`src/rtl/fifo_rd_port_pkg.sv`:
```
// Shared definitions for the async FIFO pointer logic: Gray/binary helpers
// (also used by the write-side controller) and the read output-stage state type.
package fifo_rd_port_pkg;

    // Helpers work at this width; callers zero-extend and truncate to their pointer width.
    localparam int PTR_MAX_W = 32;

    typedef enum logic [0:0] {
        OS_EMPTY = 1'b0,
        OS_FULL  = 1'b1
    } out_state_t;

    function automatic logic [PTR_MAX_W-1:0] bin2gray(input logic [PTR_MAX_W-1:0] bin);
        return bin ^ (bin >> 1);
    endfunction

    // Leading zeros from zero-extension decode to zeros, so narrower pointers convert exactly.
    function automatic logic [PTR_MAX_W-1:0] gray2bin(input logic [PTR_MAX_W-1:0] gray);
        logic [PTR_MAX_W-1:0] bin;
        bin[PTR_MAX_W-1] = gray[PTR_MAX_W-1];
        for (int i = PTR_MAX_W - 2; i >= 0; i--) begin
            bin[i] = bin[i+1] ^ gray[i];
        end
        return bin;
    endfunction

endpackage

```
`src/rtl/fifo_rd_port_if.sv`:
```
// Read-side bundle of the async FIFO: write-pointer/memory inputs, read pointer
// status and the consumer-facing output stage.
interface fifo_rd_port_if #(
    parameter int DATA_WIDTH = 8,
    parameter int ADDR_WIDTH = 4
);
    logic [ADDR_WIDTH-1:0] wptr_gray;
    logic [DATA_WIDTH-1:0] mem_rdata;
    logic [ADDR_WIDTH-2:0] raddr;
    logic [ADDR_WIDTH-1:0] rptr_gray;
    logic                  rempty;
    logic [ADDR_WIDTH-1:0] rd_level;

    // Handshake: a word moves when rd_valid && rd_ready at a rising rclk edge.
    // rd_data is stable while rd_valid && !rd_ready; rd_ready with rd_valid=0 is ignored.
    logic [DATA_WIDTH-1:0] rd_data;
    logic                  rd_valid;
    logic                  rd_ready;

    modport master (
        input  wptr_gray,
        input  mem_rdata,
        input  rd_ready,
        output raddr,
        output rptr_gray,
        output rempty,
        output rd_level,
        output rd_data,
        output rd_valid
    );

    modport slave (
        output wptr_gray,
        output mem_rdata,
        output rd_ready,
        input  raddr,
        input  rptr_gray,
        input  rempty,
        input  rd_level,
        input  rd_data,
        input  rd_valid
    );

endinterface

```
`src/rtl/fifo_rd_port_ptr_sync.sv`:
```
// Multi-flop synchronizer for a Gray-coded pointer crossing into the local clock domain.
// Reused by the write side for the read pointer.
module fifo_rd_port_ptr_sync #(
    parameter int WIDTH  = 4,
    parameter int STAGES = 2
) (
    input  logic             clk,
    input  logic             rst_n,
    input  logic [WIDTH-1:0] d,
    output logic [WIDTH-1:0] q
);

    logic [WIDTH-1:0] sync_q [STAGES];

    always_ff @(posedge clk or negedge rst_n) begin
        if (!rst_n) begin
            for (int i = 0; i < STAGES; i++) begin
                sync_q[i] <= '0;
            end
        end else begin
            sync_q[0] <= d;
            for (int i = 1; i < STAGES; i++) begin
                sync_q[i] <= sync_q[i-1];
            end
        end
    end

    assign q = sync_q[STAGES-1];

endmodule

```
`src/rtl/fifo_rd_port.sv`:
```
// Read-domain controller of the async FIFO: write-pointer sync, empty flag,
// read address and a one-entry registered valid/ready output stage.
module fifo_rd_port
    import fifo_rd_port_pkg::*;
#(
    parameter int DATA_WIDTH  = 8,
    parameter int ADDR_WIDTH  = 4,
    parameter int SYNC_STAGES = 2
) (
    input  logic                rclk,
    input  logic                rrst_n,
    fifo_rd_port_if.master      bus,
    output out_state_t          dbg_state
);

    logic [ADDR_WIDTH-1:0] wq_gray;
    logic [ADDR_WIDTH-1:0] wq_bin;
    logic [ADDR_WIDTH-1:0] rbin;
    logic [ADDR_WIDTH-1:0] rbin_next;
    logic [ADDR_WIDTH-1:0] rgray_next;
    logic [ADDR_WIDTH-1:0] rptr_gray_q;
    logic                  rempty_q;
    logic [DATA_WIDTH-1:0] rd_data_q;
    logic                  pop;
    out_state_t            state_q;
    out_state_t            state_d;

    fifo_rd_port_ptr_sync #(
        .WIDTH  (ADDR_WIDTH),
        .STAGES (SYNC_STAGES)
    ) u_wptr_sync (
        .clk   (rclk),
        .rst_n (rrst_n),
        .d     (bus.wptr_gray),
        .q     (wq_gray)
    );

    assign wq_bin = ADDR_WIDTH'(gray2bin(PTR_MAX_W'(wq_gray)));

    // A memory word is fetched whenever one is available and the output stage is free or draining.
    always_comb begin
        pop        = !rempty_q && ((state_q == OS_EMPTY) || bus.rd_ready);
        rbin_next  = rbin + {{(ADDR_WIDTH-1){1'b0}}, pop};
        rgray_next = ADDR_WIDTH'(bin2gray(PTR_MAX_W'(rbin_next)));
    end

    // Empty compares the full pointer including the wrap bit; an MSB-only difference means full.
    always_ff @(posedge rclk or negedge rrst_n) begin
        if (!rrst_n) begin
            rbin        <= '0;
            rptr_gray_q <= '0;
            rempty_q    <= 1'b1;
        end else begin
            rbin        <= rbin_next;
            rptr_gray_q <= rgray_next;
            rempty_q    <= (rgray_next == wq_gray);
        end
    end

    always_ff @(posedge rclk or negedge rrst_n) begin
        if (!rrst_n) begin
            rd_data_q <= '0;
        end else if (pop) begin
            rd_data_q <= bus.mem_rdata;
        end
    end

    always_ff @(posedge rclk or negedge rrst_n) begin
        if (!rrst_n) begin
            state_q <= OS_EMPTY;
        end else begin
            state_q <= state_d;
        end
    end

    always_comb begin
        state_d = state_q;
        unique case (state_q)
            OS_EMPTY: begin
                if (pop) state_d = OS_FULL;
            end
            OS_FULL: begin
                // Consume with a simultaneous pop keeps the stage full for back-to-back words.
                if (bus.rd_ready && !pop) state_d = OS_EMPTY;
            end
            default: state_d = OS_EMPTY;
        endcase
    end

    always_comb begin
        bus.rd_valid = (state_q == OS_FULL);
        dbg_state    = state_q;
    end

    assign bus.raddr     = rbin[ADDR_WIDTH-2:0];
    assign bus.rptr_gray = rptr_gray_q;
    assign bus.rempty    = rempty_q;
    assign bus.rd_level  = wq_bin - rbin;
    assign bus.rd_data   = rd_data_q;

endmodule

```
`src/flat_wrapper.sv`:
```
// flat-port wrapper written by rule: the top's interface ports become plain ports
module fifo_rd_port_flat import fifo_rd_port_pkg::*;
#(
    parameter int DATA_WIDTH  = 8,
    parameter int ADDR_WIDTH  = 4,
    parameter int SYNC_STAGES = 2
)
  (rclk, rrst_n, dbg_state, bus_wptr_gray, bus_mem_rdata, bus_rd_ready, bus_raddr, bus_rptr_gray, bus_rempty, bus_rd_level, bus_rd_data, bus_rd_valid);
  fifo_rd_port_if #(.DATA_WIDTH(DATA_WIDTH), .ADDR_WIDTH(ADDR_WIDTH)) bus_i ();
  input  logic rclk;
  input  logic rrst_n;
  output out_state_t dbg_state;
  input wire logic [$bits(bus_i.wptr_gray)-1:0] bus_wptr_gray;
  input wire logic [$bits(bus_i.mem_rdata)-1:0] bus_mem_rdata;
  input wire logic [$bits(bus_i.rd_ready)-1:0] bus_rd_ready;
  output wire logic [$bits(bus_i.raddr)-1:0] bus_raddr;
  output wire logic [$bits(bus_i.rptr_gray)-1:0] bus_rptr_gray;
  output wire logic [$bits(bus_i.rempty)-1:0] bus_rempty;
  output wire logic [$bits(bus_i.rd_level)-1:0] bus_rd_level;
  output wire logic [$bits(bus_i.rd_data)-1:0] bus_rd_data;
  output wire logic [$bits(bus_i.rd_valid)-1:0] bus_rd_valid;
  assign bus_i.wptr_gray = bus_wptr_gray;
  assign bus_i.mem_rdata = bus_mem_rdata;
  assign bus_i.rd_ready = bus_rd_ready;
  assign bus_raddr = bus_i.raddr;
  assign bus_rptr_gray = bus_i.rptr_gray;
  assign bus_rempty = bus_i.rempty;
  assign bus_rd_level = bus_i.rd_level;
  assign bus_rd_data = bus_i.rd_data;
  assign bus_rd_valid = bus_i.rd_valid;
  fifo_rd_port #(.DATA_WIDTH(DATA_WIDTH), .ADDR_WIDTH(ADDR_WIDTH), .SYNC_STAGES(SYNC_STAGES)) u_core (.rclk(rclk), .rrst_n(rrst_n), .bus(bus_i), .dbg_state(dbg_state));
endmodule
```
`config.mk`:
```
export PLATFORM = sky130hd
export DESIGN_NAME = fifo_rd_port_flat
export DESIGN_NICKNAME = d
export VERILOG_FILES = /design/src/rtl/fifo_rd_port_pkg.sv /design/src/rtl/fifo_rd_port_if.sv /design/src/rtl/fifo_rd_port_ptr_sync.sv /design/src/rtl/fifo_rd_port.sv /design/src/flat_wrapper.sv
export SDC_FILE = /design/constraint.sdc
export NUM_CORES = 1
export LEC_CHECK = 0
export CORE_MARGIN = 2
export CORE_UTILIZATION = 45
export DETAILED_ROUTE_END_ITERATION = 6
export GPL_TIMING_DRIVEN = 0
export PLACE_DENSITY = 0.78
export SYNTH_ARGS = -nofsm -noshare
export SYNTH_HDL_FRONTEND = slang
export SYNTH_HIERARCHICAL = 1
export SYNTH_SLANG_ARGS = --single-unit
```
`constraint.sdc`:
```
create_clock -name rclk -period 3.2 [get_ports rclk]
set_clock_uncertainty 0.2 [all_clocks]
set_input_delay 0.96 -clock rclk [delete_from_list [all_inputs] [get_ports rclk]]
set_output_delay 0.96 -clock rclk [all_outputs]
set_load 0.01 [all_outputs]
```
==> impl_metrics.json <==
{
  "syn_nets": 109,
  "synth-seq-cells": 25,
  "r2r_slack_ps": 1040,
  "whs_path_depth": 0,
  "clock_tree.root_cell": "clkbuf_4",
  "synth_edf_count": 0,
  "nets": 152,
  "max_freq_mhz": 291,
  "syn_area_per_cell_um2": 13.0,
  "drt-initial-drc-count": 3,
  "clock_latency_ps": 320,
  "r2r.worst_path.cells": 6,
  "cap_violations": 0,
  "crit_type": "flip-flop to output pin",
  "grt_pass1_vias": 688,
  "worstMarginPinSlew_ps": 1050,
  "ys.flop_type": "dfrtp_1",
  "clk_path_buf_depth": 2,
  "yosysUniqueCellTypes": 24,
  "rows": 18,
  "gp_congestion": 0.814,
  "grt_pass1_wl_um": 3170,
  "synth.yosys.seq_area_share": 0.548,
  "synth_top_cell_area_share": 0.525,
  "min_period_ps": 3430,
  "worst_ep_arrival_time_ps": 2270,
  "core_area_mm2": 0.00243,
  "cts.hold.buffers_added": 0,
  "grt-ovfl-total": 0,
  "crit_fanout": 2,
  "yosys-top-cells-count": "24 x dfrtp_1, 11 x xnor2_1, 8 x mux2_1",
  "async_flop_share": 1.00,
  "drive_gt1_frac": 0.223,
  "port-buffer-count": 36,
  "ctsHtreeMaxLevel": 1,
  "post-place-cells": 154,
  "synth_top_area_cell": "dfrtp_1",
  "slew-limit-headroom": 0.296,
  "path_clk_slew_ps": 140,
  "antennaDiodeCount": 0,
  "die_area_mm2": 0.00296,
  "finalCritPeriodShare": 1.07,
  "finalSetupTns_ps": -531,
  "ios": 37,
  "die_y_um": 54.4,
  "yosysMostFrequentCell": "dfrtp_1",
  "yosys_warnings": 6,
  "status": "finished with violations",
  "wl_um": 1940,
  "drc": 0,
  "firstDrtPassIters": 4,
  "num_vias": 752,
  "finalHoldViolCount": 0,
  "final.setup.worst_slack_ps": -234,
  "antenna_found_initial": 0,
  "hpwl_um": 1460,
  "vdd_drop_max_mv": 0.458,
  "ys_top_cells_by_area": "dfrtp_1 53%, xnor2_1 8.4%, mux2_1 7.9%, ha_1 5.5%, buf_4 3.3%",
  "grt_max_degree": 26,
  "critPathLaunchType": "flip-flop",
  "instances_no_fill": 160,
  "violations": "setup timing",
  "area_growth_pct": 42.6,
  "numClockSinks": 25,
  "numCtsBuffers": 3,
  "fill_cells": 200,
  "start_util": 0.470,
  "fin_util": 0.670,
  "cts_tree": "built",
  "antenna_left": 0,
  "setup_viol": 3,
  "cp.required_ps": 2040,
  "netlist_area_mm2": 0.00114,
  "grt_setup_unrepaired": "true",
  "die_w_um": 54.4,
  "leakage_nw": 0.707,
  "drt-vias-per-instance": 4.70,
  "hp-class": "flip-flop to flip-flop",
  "syn_inst": 88,
  "grtUsageTotal": 0.151,
  "avgRoutedWirePerCell_um": 12.1,
  "end_kind": "output pin",
  "slew_viol_final": 0,
  "cellPowerDensity_mw_per_mm2": 814
}
[cell usage in the layout, fill, tap and decap left out, types with 2 or more instances in the layout]
cell             netlist  layout
buf_2                  2       4
inv_1                  7       7
xor2_1                 4       3
buf_4                  5       7
nand2_1                2       2
clkbuf_4               0       3
a21oi_1                3       2
mux2_1                 8       8
xor2_2                 2       2
dfrtp_1               24      24
clkdlybuf4s50_1        0      32
xnor2_1               11      10
nor2_1                 3       3
ha_1                   5       3
[worst max-delay path: stages (launching register included)]
cell	delay (ps)
dfrtp_1	400
buf_6	130
xor2_4	180
xnor2_2	190
xor2_1	170
ha_2	210
buf_4	100
inv_1	40
a21o_1	150
a21oi_2	130
xnor2_1	120
buf_2	140
[layout make-up]
class / count / area (µm²) / area share
sequential: 25 / 627 / 0.384
multi-input combinational: 47 / 490 / 0.301
timing repair buffer: 40 / 375 / 0.230
buffer: 6 / 42.5 / 0.0261
tap: 30 / 37.5 / 0.0230
inverter: 8 / 30.0 / 0.0184
clock buffer: 3 / 22.5 / 0.0138
clock inverter: 1 / 5.00 / 0.00307
[logic make-up (layout without fill, tap and decap cells)]
kind of cell	after synthesis	after routing	share of synthesized area
xor+xnor	17	17	0.143
mux	8	8	0.0788
compound gates	8	8	0.0525
buf+inv	16	58	0.0711
simple gates	8	8	0.0339
fa+ha+maj	6	6	0.0722
flops	25	25	0.548
[what timing repair did]
action                                  4_1_cts  5_1_grt
setup buffers                                 4        0
endpoints found under the setup margin        4        5
pin swaps                                     4        1
gates resized for setup                      19        4
[power by group]
part | internal, mW | leakage, nW | switching (mW) | total [mW]
registers | 0.397 | 0.288 | 0.0574 | 0.455
clock network | 0.0468 | 0.0177 | 0.0936 | 0.140
logic | 0.395 | 0.401 | 0.338 | 0.733
[flip-flops by register name, indices dropped and copies added (netlist names)]
signal / cells
u_core/bus.rptr_gray: 3
u_core/bus.rd_data: 8
u_core/rbin: 4
u_core/u_wptr_sync/sync_q: 4
u_core/bus.rempty: 1
u_core/bus.rd_valid: 1
u_core/u_wptr_sync/q: 4
[layer usage]
metal | vias to the layer above | track usage | wire [µm]
met4 | 0 | 0.0375 | 16
met5 | - | 0 | 0
met2 | 27 | 0.259 | 1020
li1 | 357 | - | -
met3 | 2 | 0.0355 | 120
met1 | 366 | 0.191 | 782
[metrics by stage]
stage | instance area [µm²] | setup WS [ps] | power [mW] | hold slack [ps]
floorplan | 1140 | 9.56 | 0.883 | 131
global placement | 1540 | -535 | 1.19 | 132
detailed placement | 1540 | -562 | 1.21 | 135
CTS | 1610 | -242 | 1.32 | 165
global route | 1630 | -336 | 1.43 | 181
finish | 1630 | -234 | 1.33 | 164
[worst paths after layout]
path                                         startpoint                           end
max                             u_core/u_wptr_sync/q[3]               bus_rd_level[3]
min                        u_core/u_wptr_sync/sync_q[4]       u_core/u_wptr_sync/q[0]
min reg2reg                u_core/u_wptr_sync/sync_q[4]       u_core/u_wptr_sync/q[0]
max in group asynchronous                        rrst_n  u_core/u_wptr_sync/sync_q[6]
max reg2reg                         u_core/bus.rd_valid             u_core/bus.rempty
min in group asynchronous                        rrst_n                u_core/rbin[3]
Power figures use the tool's default switching activity.
